### config.mk
export PLATFORM = sky130hd
export DESIGN_NAME = sampmerge
export DESIGN_NICKNAME = d
export VERILOG_FILES = /design/src/rtl/sampmerge_pkg.sv /design/src/rtl/sampmerge_fifo.sv /design/src/rtl/sampmerge.sv
export SDC_FILE = /design/constraint.sdc
export NUM_CORES = 1
export LEC_CHECK = 0
export ABC_CLOCK_PERIOD_IN_PS = 6650
export CAP_MARGIN = 30
export CORE_MARGIN = 2
export CORE_UTILIZATION = 55
export DETAILED_ROUTE_END_ITERATION = 16
export HOLD_SLACK_MARGIN = 0.15
export PLACE_DENSITY = 0.8
export SYNTH_ARGS = -nofsm -noshare
export SYNTH_HDL_FRONTEND = slang
export SYNTH_SLANG_ARGS = --single-unit
### constraint.sdc
create_clock -name clk -period 6.65 [get_ports clk]
set_input_delay 0.665 -clock clk [delete_from_list [all_inputs] [get_ports clk]]
set_output_delay 0.665 -clock clk [all_outputs]
set_load 0.03 [all_outputs]
### src/rtl/sampmerge_pkg.sv
// Shared definitions for the sample merger: register map, trigger modes and
// the round-robin index helper used by the arbiter.
package sampmerge_pkg;

    localparam logic [7:0] ADDR_ENABLE   = 8'h00;
    localparam logic [7:0] ADDR_DECIM    = 8'h01;
    localparam logic [7:0] ADDR_TRIGMODE = 8'h02;
    localparam logic [7:0] ADDR_OVERFLOW = 8'h03;

    typedef enum logic [1:0] {
        TRIG_OFF  = 2'd0,
        TRIG_OR   = 2'd1,
        TRIG_AND  = 2'd2,
        TRIG_RSVD = 2'd3
    } trig_mode_e;

    // (base + offset) modulo n, for base and offset both below n.
    function automatic int wrap_idx(input int base, input int offset, input int n);
        int s;
        s = base + offset;
        if (s >= n) s = s - n;
        return s;
    endfunction

endpackage

### src/rtl/sampmerge_fifo.sv
// Per-channel sample buffer: power-of-two depth, flush, and a push that is
// accepted into a full buffer when a pop happens in the same cycle.
module sampfifo #(
    parameter int WIDTH = 32,
    parameter int DEPTH = 2
) (
    input  logic             clk,
    input  logic             rst_n,
    input  logic             push,
    input  logic             pop,
    input  logic             flush,
    input  logic [WIDTH-1:0] wdata,
    output logic [WIDTH-1:0] rdata,
    output logic             full,
    output logic             empty
);

    localparam int AW = $clog2(DEPTH);

    logic [WIDTH-1:0] mem [DEPTH];
    logic [AW:0]      wr_ptr;
    logic [AW:0]      rd_ptr;
    logic             do_push;
    logic             do_pop;

    assign empty   = (wr_ptr == rd_ptr);
    assign full    = (wr_ptr[AW] != rd_ptr[AW]) && (wr_ptr[AW-1:0] == rd_ptr[AW-1:0]);
    assign do_pop  = pop & ~empty;
    assign do_push = push & (~full | do_pop);
    assign rdata   = mem[rd_ptr[AW-1:0]];

    // NOTE: sequential state uses non-blocking assignments so every flop samples
    // pre-edge values regardless of block evaluation order.
    always_ff @(posedge clk or negedge rst_n) begin
        if (!rst_n) begin
            wr_ptr <= '0;
            rd_ptr <= '0;
        end else if (flush) begin
            wr_ptr <= '0;
            rd_ptr <= '0;
        end else begin
            if (do_push) wr_ptr <= wr_ptr + 1'b1;
            if (do_pop)  rd_ptr <= rd_ptr + 1'b1;
        end
    end

    // NOTE: storage is deliberately not reset; the pointers define validity, and
    // leaving the array out of reset keeps it mappable onto plain RAM/regfile cells.
    always_ff @(posedge clk) begin
        if (do_push && !flush) mem[wr_ptr[AW-1:0]] <= wdata;
    end

endmodule

### src/rtl/sampmerge.sv
// Multi-channel sample merger: per-channel decimation and buffering, round-robin
// merge onto one registered output, combined trigger, wishbone register block.
module sampmerge
    import sampmerge_pkg::*;
#(
    parameter int NUM_SOURCES  = 4,
    parameter int SAMPLE_WIDTH = 32,
    parameter int FIFO_DEPTH   = 2
) (
    input  logic                                clk,
    input  logic                                rst_n,
    input  logic [NUM_SOURCES*SAMPLE_WIDTH-1:0] sources,
    input  logic [NUM_SOURCES-1:0]              avails,
    input  logic [NUM_SOURCES-1:0]              triggers,
    input  logic                                sq_active,
    output logic [SAMPLE_WIDTH-1:0]             sample,
    output logic                                sample_avail,
    output logic [2:0]                          sample_chan,
    output logic                                sq_trigger,
    input  logic                                wb_stb_i,
    input  logic                                wb_cyc_i,
    input  logic                                wb_we_i,
    input  logic [15:0]                         wb_adr_i,
    input  logic [7:0]                          wb_dat_i,
    output logic [7:0]                          wb_dat_o,
    output logic                                wb_ack_o
);

    localparam int CW = (NUM_SOURCES > 1) ? $clog2(NUM_SOURCES) : 1;

    logic [NUM_SOURCES-1:0]  enable_q;
    logic [NUM_SOURCES-1:0]  overflow_q;
    logic [7:0]              decim_q;
    logic [1:0]              trigmode_q;
    logic                    wb_req;
    logic                    reg_wr;
    logic [7:0]              rd_data;
    logic                    unused_adr;

    logic [7:0]              dec_cnt [NUM_SOURCES];
    logic [NUM_SOURCES-1:0]  chan_hit;
    logic [NUM_SOURCES-1:0]  accept;
    logic [NUM_SOURCES-1:0]  fifo_push;
    logic [NUM_SOURCES-1:0]  fifo_pop;
    logic [NUM_SOURCES-1:0]  fifo_full;
    logic [NUM_SOURCES-1:0]  fifo_empty;
    logic [NUM_SOURCES-1:0]  ovf_set;
    logic                    fifo_flush;
    logic [SAMPLE_WIDTH-1:0] fifo_head [NUM_SOURCES];

    logic                    sel_valid;
    logic [CW-1:0]           sel_idx;
    logic [CW-1:0]           cand;
    logic [CW-1:0]           rr_ptr;
    logic                    avail_q;
    logic                    trig_q;
    logic                    trig_next;
    logic [NUM_SOURCES-1:0]  trig_en;

    assign wb_req     = wb_stb_i & wb_cyc_i;
    assign reg_wr     = wb_ack_o & wb_req & wb_we_i;
    assign fifo_flush = ~sq_active;
    assign unused_adr = &{1'b0, wb_adr_i[15:8]};

    // ---------------------------------------------------------------- registers
    // NOTE: every output of a combinational block gets a default first, so no
    // path through the case can leave it unassigned and infer a latch.
    always_comb begin
        rd_data = 8'h00;
        case (wb_adr_i[7:0])
            ADDR_ENABLE:   rd_data[NUM_SOURCES-1:0] = enable_q;
            ADDR_DECIM:    rd_data = decim_q;
            ADDR_TRIGMODE: rd_data[1:0] = trigmode_q;
            ADDR_OVERFLOW: rd_data[NUM_SOURCES-1:0] = overflow_q;
            default:       ;
        endcase
    end

    // Ack is a single-cycle pulse; a held request is not re-acked back to back.
    always_ff @(posedge clk or negedge rst_n) begin
        if (!rst_n) begin
            wb_ack_o <= 1'b0;
            wb_dat_o <= 8'h00;
        end else begin
            wb_ack_o <= wb_req & ~wb_ack_o;
            wb_dat_o <= (wb_req & ~wb_ack_o) ? rd_data : 8'h00;
        end
    end

    always_ff @(posedge clk or negedge rst_n) begin
        if (!rst_n) begin
            enable_q   <= '0;
            decim_q    <= 8'h00;
            trigmode_q <= 2'b00;
            overflow_q <= '0;
        end else begin
            if (reg_wr) begin
                case (wb_adr_i[7:0])
                    ADDR_ENABLE:   enable_q   <= wb_dat_i[NUM_SOURCES-1:0];
                    ADDR_DECIM:    decim_q    <= wb_dat_i;
                    ADDR_TRIGMODE: trigmode_q <= wb_dat_i[1:0];
                    default:       ;
                endcase
            end
            // A new overflow in the clearing cycle must survive the clear.
            if (reg_wr && wb_adr_i[7:0] == ADDR_OVERFLOW)
                overflow_q <= (overflow_q & ~wb_dat_i[NUM_SOURCES-1:0]) | ovf_set;
            else
                overflow_q <= overflow_q | ovf_set;
        end
    end

    // ------------------------------------------------- decimation and buffering
    always_comb begin
        for (int n = 0; n < NUM_SOURCES; n++) begin
            chan_hit[n]  = sq_active & enable_q[n] & avails[n];
            accept[n]    = chan_hit[n] & (dec_cnt[n] == 8'd0);
            fifo_pop[n]  = sq_active & sel_valid & (sel_idx == CW'(n));
            fifo_push[n] = accept[n] & (~fifo_full[n] | fifo_pop[n]);
            ovf_set[n]   = accept[n] & fifo_full[n] & ~fifo_pop[n];
        end
    end

    always_ff @(posedge clk or negedge rst_n) begin
        if (!rst_n) begin
            for (int n = 0; n < NUM_SOURCES; n++) dec_cnt[n] <= 8'd0;
        end else begin
            for (int n = 0; n < NUM_SOURCES; n++) begin
                if (!sq_active)
                    dec_cnt[n] <= 8'd0;
                else if (chan_hit[n])
                    dec_cnt[n] <= accept[n] ? decim_q : dec_cnt[n] - 8'd1;
            end
        end
    end

    for (genvar n = 0; n < NUM_SOURCES; n++) begin : g_fifo
        sampfifo #(
            .WIDTH (SAMPLE_WIDTH),
            .DEPTH (FIFO_DEPTH)
        ) u_fifo (
            .clk   (clk),
            .rst_n (rst_n),
            .push  (fifo_push[n]),
            .pop   (fifo_pop[n]),
            .flush (fifo_flush),
            .wdata (sources[n*SAMPLE_WIDTH +: SAMPLE_WIDTH]),
            .rdata (fifo_head[n]),
            .full  (fifo_full[n]),
            .empty (fifo_empty[n])
        );
    end

    // ------------------------------------------------------ round-robin merge
    // Scan offsets high to low so the lowest offset from the pointer wins.
    always_comb begin
        sel_valid = 1'b0;
        sel_idx   = '0;
        cand      = '0;
        for (int i = NUM_SOURCES - 1; i >= 0; i--) begin
            cand = CW'(wrap_idx(int'(rr_ptr), i, NUM_SOURCES));
            if (!fifo_empty[cand]) begin
                sel_valid = 1'b1;
                sel_idx   = cand;
            end
        end
    end

    always_ff @(posedge clk or negedge rst_n) begin
        if (!rst_n) begin
            sample      <= '0;
            sample_chan <= 3'd0;
            avail_q     <= 1'b0;
            rr_ptr      <= '0;
        end else if (!sq_active) begin
            avail_q <= 1'b0;
            rr_ptr  <= '0;
        end else begin
            avail_q <= sel_valid;
            if (sel_valid) begin
                sample      <= fifo_head[sel_idx];
                sample_chan <= 3'(sel_idx);
                rr_ptr      <= CW'(wrap_idx(int'(sel_idx), 1, NUM_SOURCES));
            end
        end
    end

    // --------------------------------------------------------------- trigger
    always_comb begin
        trig_en   = triggers & enable_q;
        trig_next = 1'b0;
        case (trigmode_q)
            TRIG_OR:  trig_next = |trig_en;
            TRIG_AND: trig_next = (enable_q != '0) && (trig_en == enable_q);
            default:  trig_next = 1'b0;
        endcase
    end

    always_ff @(posedge clk or negedge rst_n) begin
        if (!rst_n) trig_q <= 1'b0;
        else        trig_q <= sq_active & trig_next;
    end

    // Strobes are forced low for as long as the capture window is closed.
    assign sample_avail = avail_q & sq_active;
    assign sq_trigger   = trig_q & sq_active;

endmodule
==> results of run 1 <==
## Yosys cell counts, types with 11 or more instances
| cell | instances | area, um2 |
|---|---|---|
| nand2b_1 | 11 | 68.8 |
| o21ai_0 | 108 | 541 |
| clkbuf_1 | 45 | 169 |
| buf_2 | 12 | 60.1 |
| nand2_1 | 74 | 278 |
| dfrtp_1 | 113 | 2830 |
| o211ai_1 | 66 | 495 |
| mux2i_1 | 77 | 771 |
| a21oi_1 | 38 | 190 |
| edfxtp_1 | 256 | 7690 |
| o31ai_1 | 15 | 113 |
| nand3_1 | 49 | 245 |
| inv_1 | 21 | 78.8 |
| nor3_1 | 19 | 95.1 |
| mux2_2 | 77 | 867 |
| nor2_1 | 54 | 203 |
## registers in the layout (all words and copies together), names as in the netlist
| register | count |
|---|---|
| rr_ptr | 2 |
| trig_q | 1 |
| wb_dat_o | 8 |
| wb_ack_o | 1 |
| enable_q | 4 |
| sample_chan | 2 |
| g_fifo.u_fifo.wr_ptr | 8 |
| avail_q | 1 |
| sample | 32 |
| g_fifo.u_fifo.mem | 256 |
| decim_q | 8 |
| dec_cnt | 32 |
| overflow_q | 4 |
| trigmode_q | 2 |
| g_fifo.u_fifo.rd_ptr | 8 |
## worst max-delay path: cells and delay by family (launching register included)
kind | cells | cell delay (ns)
AO/OA/AOI/OAI | 2 | 0.61
XOR/XNOR | 1 | 0.23
buffers and inverters | 4 | 1.57
flip-flops | 1 | 0.32
AND/OR/NAND/NOR | 3 | 0.55
## final cells by class
type,count,area [um2],area share [%]
clock buffers,54,1090,5.57
well taps,384,480,2.45
flip-flops and latches,369,10500,53.6
inverters,21,78.8,0.402
repair buffers,225,2220,11.3
multi-input cells,712,5050,25.7
clock inverters,16,183,0.931
## power by group
part | switching (mW) | internal (mW) | total (mW)
Sequential | 0.102 | 2.57 | 2.67
Combinational | 0.649 | 0.446 | 1.09
Clock | 0.862 | 1.27 | 2.13
## logic make-up (layout without fill, tap and decap cells)
family	Yosys count	after routing	synth area share (%)
and+or+nand+nor	267	267	8.54
adders and majority gates	6	6	0.473
xor gates and xnor gates	14	14	0.819
DFF	369	369	66.2
muxes	156	156	10.6
buffers and inverters	90	316	2.58
AOI/OAI and AO/OA	268	268	10.8
other	1	1	0.0236
## metal layers
layer / track usage, % / share of wire, % / vias to the layer above
li1: - / - / 4847
met1: 31.1 / 38 / 5275
met2: 45.5 / 51 / 455
met3: 5.27 / 7.6 / 72
met4: 8.02 / 3.0 / 2
met5: 0 / 0.028 / -
## through the flow
step / setup slack [ns] / std cells
detailed placement: 2.69 / 1710
CTS: 2.68 / 1780
finish: 2.96 / 1781
floorplan: 1.18 / 1171
global placement: 2.76 / 1709
global route: 2.71 / 1781
## worst max path at each step
stage | depth (start not counted) | to
after floorplan | 8 | g_fifo[1].u_fifo.mem[0][0]
after global placement | 9 | g_fifo[0].u_fifo.mem[0][9]
after detailed placement | 9 | g_fifo[0].u_fifo.mem[0][15]
after CTS | 9 | g_fifo[0].u_fifo.mem[0][23]
after global routing | 10 | g_fifo[0].u_fifo.mem[0][30]
final | 10 | g_fifo[0].u_fifo.mem[0][31]
==> out/metrics.yaml, run 1 <==
status: "finished, final reports clean"
cts_resized: 0
ys_ff_latch: 369
grt_pass1_wl_um: 59600
crit_slowest_cell: "buf_4"
worstSkewPairLatency_ns: 0.53
reg2reg_depth: 10
nFillCells: 1965
reg2reg_setup_slack_ns: 2.96
critPathKind: "flip-flop to flip-flop"
cts.sinks: 369
r2r-start: "g_fifo[2].u_fifo.rd_ptr[0]"
timing.fmax_mhz: 271
synth-edff-count: 256
layout-drive-gt1-share_pct: 14.2
p_per_area_nw_per_um2: 301
cap_violations: 0
grt_pass1_vias: 10900
vias_per_cell: 5.98
layout_common_cells: "edfxtp_1 (256), clkdlybuf4s50_1 (201), dfrtp_1 (111)"
timing_worst_slew_pin_value_ns: 0.957
setup.worst_path.start: "g_fifo[2].u_fifo.rd_ptr[0]"
cp_cell_sequence: "buf_4 > xnor2_1 > nand2_1 > a311o_1 > buf_4 > nand2_1 > buf_4 > a21oi_1 > nor3b_2 > buf_4"
grt_remaining_overflow: 0
grt_antenna_before_repair: 1
initialDrtViolationCount: 1054
tns_ns: 0
vias: 10700
core_um2: 28500
die_y_um: 174
cpPeakStageDelay_ns: 0.46
synthFlopType: "edfxtp_1"
dp.final_hpwl_um: 25300
worst-path-max-fanout: 47
yosysWarnings: 0
start_util_pct: 55.6
clk_pin_slew_ns: 0.06
syn_nets: 1343
finalCriticalPeriod_ns: 3.69
htree_levels: 2
wl_um: 38700
ant_nets: 0
cp.arrival_ns: 3.85
groute.usage.overall_pct: 25.5
fin_util_pct: 68.7
cts_buffer_depth: 3
cp-start-kind: "flip-flop"
tritoncts: "built"
syn_to_final_growth_pct: 23.5
irDropWorstVdd_uv: 289
placed_cell_area_um2: 18300
hold_path_class: "primary input to asynchronous set/reset pin"
synth.distinct_cells: 75
hold_ws_ns: 0.152
required_ns: 6.81
root_buffer: "clkbuf_16"
rsz0062_at_grt: "false"
fin_crit_sh_pct: 55.4
endpoint_kind: "flip-flop"
io_pins: 212
wire_per_inst_um: 21.7
setup_viol: 0
nNetsFinal: 1539
cp_common_cell: "buf_4"
netlist_area_um2: 15900
slew_headroom_pct: 36.0
post-route-drc-count: 0
avgSynthCellArea_um2: 13.6
r2r_end: "g_fifo[0].u_fifo.mem[0][31]"
finalClockSkew_ns: 0.0274
fp.dieArea_um2: 30300
rows: 62
first_pass_iters: 5
total_power_mw: 5.90
numCtsBuffers: 38
antenna_cells: 0
drv_slew: 0
final-hold-violation-count: 0
leakagePower_nw: 6.85
synthArstFlopShare_pct: 30.6
synth_cells: 1171
grt_max_degree: 68
final_common_cell: "edfxtp_1"
synth_seq_area_share_pct: 66.2
die_x_um: 174
port_buffers: 202
postLayoutCellArea_um2: 19600
hold_buffers: 0
post_cts_buffers: 0
gp_congestion: 0.827
(Power assumes the default switching activity.)
==> run 2: changes to the inputs <==
- ABC_CLOCK_PERIOD_IN_PS: 6650 -> 3500
- clock period: 6.65 -> 3.5 ns (I/O delays scaled with it)
==> out/metrics.yaml, run 2 (synthesis results as in run 1) <==
irDropWorstVdd_uv: 524  # +81%
numCtsBuffers: 38  # unchanged
root_buffer: "clkbuf_16"
timing_worst_slew_pin_value_ns: 0.715  # -0.241 ns
final_common_cell: "edfxtp_1"
fin_ws_ns: 0.471  # -2.49 ns
layout_common_cells: "edfxtp_1 (256), clkdlybuf4s50_1 (201), dfrtp_1 (111)"
fp.dieArea_um2: 30300  # unchanged
slew_headroom_pct: 52.1  # +16 points
nNetsFinal: 1553  # +0.91%
die_x_um: 174  # unchanged
cp-start-kind: "flip-flop"
grt_antenna_before_repair: 3  # +2
final-hold-violation-count: 0  # unchanged
rows: 62  # unchanged
cp_common_cell: "nand2_1"
first_pass_iters: 5  # unchanged
syn_to_final_growth_pct: 24.1
largest_register_ff_count: 256  # unchanged
wire_per_inst_um: 21.9  # +0.70%
setup_viol: 0  # unchanged
io_pins: 212  # unchanged
layout-drive-gt1-share_pct: 14.5  # +0.29 points
rsz0062_at_grt: "false"
vias_per_cell: 6.01  # +0.56%
gp_congestion: 0.852  # +3.0%
finalCriticalPeriod_ns: 3.03  # -0.658 ns
required_ns: 3.67  # -3.14 ns
fin_cells: 1796  # +0.84%
endpoint_kind: "flip-flop"
groute.usage.overall_pct: 26.0  # +0.50 points
clk_pin_slew_ns: 0.06  # about the same
nFillCells: 1987  # +1.1%
grt_remaining_overflow: 0  # unchanged
grt_pass1_vias: 11200  # +2.6%
cpPeakStageDelay_ns: 0.46  # about the same
dp_cells: 1724  # +0.82%
leakagePower_nw: 6.87  # +0.34%
critPathKind: "flip-flop to flip-flop"
placed_cell_area_um2: 18500  # +0.91%
wl_um: 39300  # +1.5%
cts_resized: 0  # unchanged
tns_ns: 0  # unchanged
fin_util_pct: 69.1  # +0.31 points
start_util_pct: 55.6  # unchanged
post-route-drc-count: 0  # unchanged
ant_nets: 0  # unchanged
finalClockSkew_ns: 0.0240  # -0.00346 ns
vias: 10800  # +1.4%
dp.final_hpwl_um: 26200  # +3.9%
cp.arrival_ns: 3.20  # -0.65 ns
die_y_um: 174  # unchanged
port_buffers: 202  # unchanged
p_per_area_nw_per_um2: 558  # +86%
cp_cell_sequence: "xnor2_1 > nand2_1 > a311o_1 > nand2_1 > a21oi_1 > nor4bb_4 > buf_4"
cap_violations: 0  # unchanged
cts_buffer_depth: 3  # unchanged
timing.fmax_mhz: 330  # +22%
drv_slew: 0  # unchanged
hold_path_class: "primary input to asynchronous set/reset pin"
initialDrtViolationCount: 855  # -19%
cts.sinks: 369  # unchanged
core_um2: 28500  # unchanged
htree_levels: 2  # unchanged
crit_slowest_cell: "dfrtp_1"
postLayoutCellArea_um2: 19700  # +0.45%
worstSkewPairLatency_ns: 0.53  # about the same
status: "finished, final reports clean"
worst-path-max-fanout: 32  # -32%
tritoncts: "built"
place_ws_ns: 0.474  # -2.22 ns
fin_crit_sh_pct: 86.5  # +31 points
grt_pass1_wl_um: 60900  # +2.2%
grt_max_degree: 56  # -18%
[run 2: metal layers]
layer	global-route usage [%]	vias to the layer above	part of all wire, %
li1	-	4871	-
met1	31.4	5378	37
met2	45.6	467	52
met3	5.99	83	8.0
met5	0	-	0.033
met4	9.66	2	3.6
[run 2: what timing repair did]
item | 4_1_cts | 5_1_grt
setup buffers | 0 | 0
endpoints found under the hold margin | 29 | 0
hold buffers | 1 | 0
[run 2: where the power goes]
group          switching (mW)  internal [mW]  total [mW]
Sequential              0.192           4.89        5.08
Combinational            1.23          0.833        2.07
Clock                    1.64           2.22        3.86
[run 2: metrics by stage]
step	total power, mW	hold slack (ns)
6_report	11.0	0.312
5_1_grt	11.4	0.374
4_1_cts	11.0	0.314
3_5_place_dp	7.20	0.330
3_3_place_gp	7.16	0.442
2_1_floorplan	6.21	0.0544
[run 2: path summary, 6_finish.rpt]
| path | startpoint | endpoint | slack, ns | depth (start not counted) |
|---|---|---|---|---|
| max | g_fifo[2].u_fifo.wr_ptr[0] | g_fifo[1].u_fifo.mem[0][17] | 0.47 | 7 |
| min reg2reg | wb_ack_o | wb_ack_o | 0.47 | 1 |
| min | rst_n | dec_cnt[5] | 0.31 | 2 |
| max reg2reg | g_fifo[2].u_fifo.wr_ptr[0] | g_fifo[1].u_fifo.mem[0][17] | 0.47 | 7 |
| min in group clk | sources[108] | g_fifo[3].u_fifo.mem[0][12] | 0.39 | 1 |
| max in group asynchronous | rst_n | g_fifo[0].u_fifo.rd_ptr[0] | 2.55 | 3 |
[run 2: cell type report]
| class | count | area [um2] | share of cell area, % |
|---|---|---|---|
| diodes | 2 | 5.00 | 0.0254 |
| repair buffers | 239 | 2370 | 12.0 |
| clock inverters | 12 | 129 | 0.654 |
| flip-flops and latches | 369 | 10500 | 53.4 |
| clock buffers | 57 | 1070 | 5.44 |
| multi-input cells | 712 | 5060 | 25.7 |
| inverters | 21 | 78.8 | 0.400 |
| well taps | 384 | 480 | 2.44 |
[run 2: critical path, delay by kind of cell, from the launching register on]
family / cells / cell delay (ns)
buffers and inverters: 1 / 0.46
xor gates and xnor gates: 1 / 0.30
AOI/OAI and AO/OA: 2 / 0.61
and+or+nand+nor: 3 / 0.79
DFF: 1 / 0.46
==> run 3: changes to the inputs <==
- ABC_CLOCK_PERIOD_IN_PS: 3500 -> not set
- CORE_MARGIN: 2 -> not set
==> out/metrics.yaml, run 3 (synthesis results as in run 1) <==
setup.worst_path.start: "g_fifo[3].u_fifo.wr_ptr[0]"
cp-start-kind: "flip-flop"
grt_antenna_before_repair: 1  # -2
hold_depth: 1
layout-drive-gt1-share_pct: 14.8  # +0.23 points
finalClockSkew_ns: 0.0247  # +0.000778 ns
grt_max_degree: 61  # +8.9%
layout_common_cells: "edfxtp_1 (256), clkdlybuf4s50_1 (201), dfrtp_1 (111)"
antenna_cells: 0  # -2
wl_um: 38900  # -0.87%
io_pins: 212  # unchanged
hold_path_class: "primary input to flip-flop"
rows: 61  # -1.6%
die_y_um: 172  # -1.1%
nFillCells: 1931  # -2.8%
drt-met1-wl_um: 14600  # +0.68%
crit_slowest_cell: "dfrtp_1"
final_common_cell: "edfxtp_1"
clk_pin_slew_ns: 0.06  # about the same
p_per_area_nw_per_um2: 562  # +0.71%
dp.final_hpwl_um: 25900  # -1.2%
hold_ws_ns: 0.389  # +0.0770 ns
post-route-drc-count: 0  # unchanged
fin_crit_sh_pct: 86.7  # +0.17 points
gp_congestion: 0.872  # +2.4%
rsz0062_at_grt: "false"
setup_viol: 0  # unchanged
nNetsFinal: 1551  # -0.13%
fp.dieArea_um2: 29600  # -2.3%
numCtsBuffers: 38  # unchanged
reg2reg_setup_slack_ns: 0.47  # about the same
route.met2.wl_um: 19800  # -2.4%
core_um2: 28100  # -1.6%
groute.usage.overall_pct: 26.9  # +0.95 points
root_buffer: "clkbuf_16"
vias_per_cell: 6.05  # +0.53%
cts_buffer_depth: 3  # unchanged
ant_nets: 0  # unchanged
top_layer: "met5"
htree_levels: 2  # unchanged
r2r-start: "g_fifo[3].u_fifo.wr_ptr[0]"
tns_ns: 0  # unchanged
ff_latch_area_um2: 10500  # unchanged
wire_per_inst_um: 21.8  # -0.31%
timing.fmax_mhz: 330  # -0.20%
min-delay-start: "sources[36]"
multi_input_area_um2: 5060  # unchanged
largest_register_ff_count: 256  # unchanged
min_to: "g_fifo[1].u_fifo.mem[1][4]"
tritoncts: "built"
drv_slew: 0  # unchanged
final-hold-violation-count: 0  # unchanged
status: "finished, final reports clean"
endpoint_kind: "flip-flop"
first_pass_iters: 5  # unchanged
worst-path-max-fanout: 19  # -41%
port_buffers: 202  # unchanged
slew_headroom_pct: 41.1  # -11 points
finalCriticalPeriod_ns: 3.03  # +0.00594 ns
cp_common_cell: "nand2_1"
start_util_pct: 56.6  # +0.91 points
cap_violations: 0  # unchanged
met3_length_um: 2850  # -8.6%
cp_cell_sequence: "xnor2_1 > nand2_1 > a311o_1 > nand2_1 > a21oi_1 > nor4bb_4 > buf_4"
die_x_um: 172  # -1.1%
cp.arrival_ns: 3.25  # +0.05 ns
post_cts_buffers: 0  # unchanged
reg2reg_depth: 7  # unchanged
timing_worst_slew_pin_value_ns: 0.883  # +0.168 ns
required_ns: 3.71  # +0.04 ns
critPathKind: "flip-flop to flip-flop"
cpPeakStageDelay_ns: 0.46  # about the same
grt_pass1_vias: 11100  # -0.63%
grt_pass1_wl_um: 59900  # -1.5%
worstSkewPairLatency_ns: 0.54  # about the same
irDropWorstVdd_uv: 465  # -11%
vias: 10800  # -0.028%
leakagePower_nw: 6.88  # about the same
syn_to_final_growth_pct: 23.7
grt_remaining_overflow: 0  # unchanged
initialDrtViolationCount: 932  # +9.0%
cts.sinks: 369  # unchanged
r2r_end: "g_fifo[1].u_fifo.mem[0][6]"
run 3: cell types whose count changed in the layout (fill, tap and decap cells not counted), sizes merged:
cell / change
buf: -2
inv: -1
clkbuf: -6
clkinv: +7
diode: -2
run 3: layout make-up:
| cell class | count | share of cell area [%] |
|---|---|---|
| Inverter | 21 | 0.401 |
| Clock inverter | 18 | 0.700 |
| Sequential cell | 369 | 53.5 |
| Timing Repair Buffer | 237 | 11.7 |
| Clock buffer | 51 | 5.50 |
| Multi-Input combinational cell | 712 | 25.7 |
| Tap cell | 378 | 2.41 |
run 3: where the power goes:
part	switching (mW)	internal [mW]	leakage [nW]	total, mW
registers	0.186	4.89	3.82	5.07
logic	1.24	0.827	2.45	2.06
clock network	1.65	2.26	0.605	3.91
total	3.08	7.97	6.88	11.0
run 3: worst max path at each step:
stage | end | depth (start not counted)
6_report | g_fifo[1].u_fifo.mem[0][6] | 7
5_1_grt | g_fifo[1].u_fifo.mem[0][6] | 7
4_1_cts | g_fifo[1].u_fifo.mem[0][6] | 7
3_5_place_dp | g_fifo[1].u_fifo.mem[0][14] | 7
3_3_place_gp | g_fifo[3].u_fifo.mem[0][16] | 5
2_1_floorplan | g_fifo[3].u_fifo.mem[1][0] | 6
run 3: repair_timing:
action                                  in CTS  in global routing
gates resized for setup                      0                  0
endpoints found under the hold margin       59                  0
hold buffers                                 1                  0
endpoints found under the setup margin       0                  0
run 3: metrics by stage:
stage	instances	area, um2	util [%]	setup WS [ns]	total power [mW]
finish	1786	19700	70.0	0.465	11.0
global route	1786	19700	70.0	0.224	11.4
CTS	1786	19700	70.0	0.468	11.1
detailed placement	1716	18400	65.6	0.504	7.19
global placement	1716	18400	65.6	0.585	7.14
floorplan	1171	15900	-	0.0844	6.21
run 3: critical path, delay by kind of cell, from the launching register on:
kind / cells / cell delay, ns
DFF: 1 / 0.46
AOI/OAI and AO/OA: 2 / 0.62
and+or+nand+nor: 3 / 0.96
buffers and inverters: 1 / 0.35
xor gates and xnor gates: 1 / 0.31
run 3: layer usage:
layer | vias to the layer above | track usage (%)
li1 | 4881 | -
met5 | - | 0
met1 | 5346 | 32.6
met3 | 100 | 5.13
met4 | 2 | 12.5
met2 | 469 | 46.6
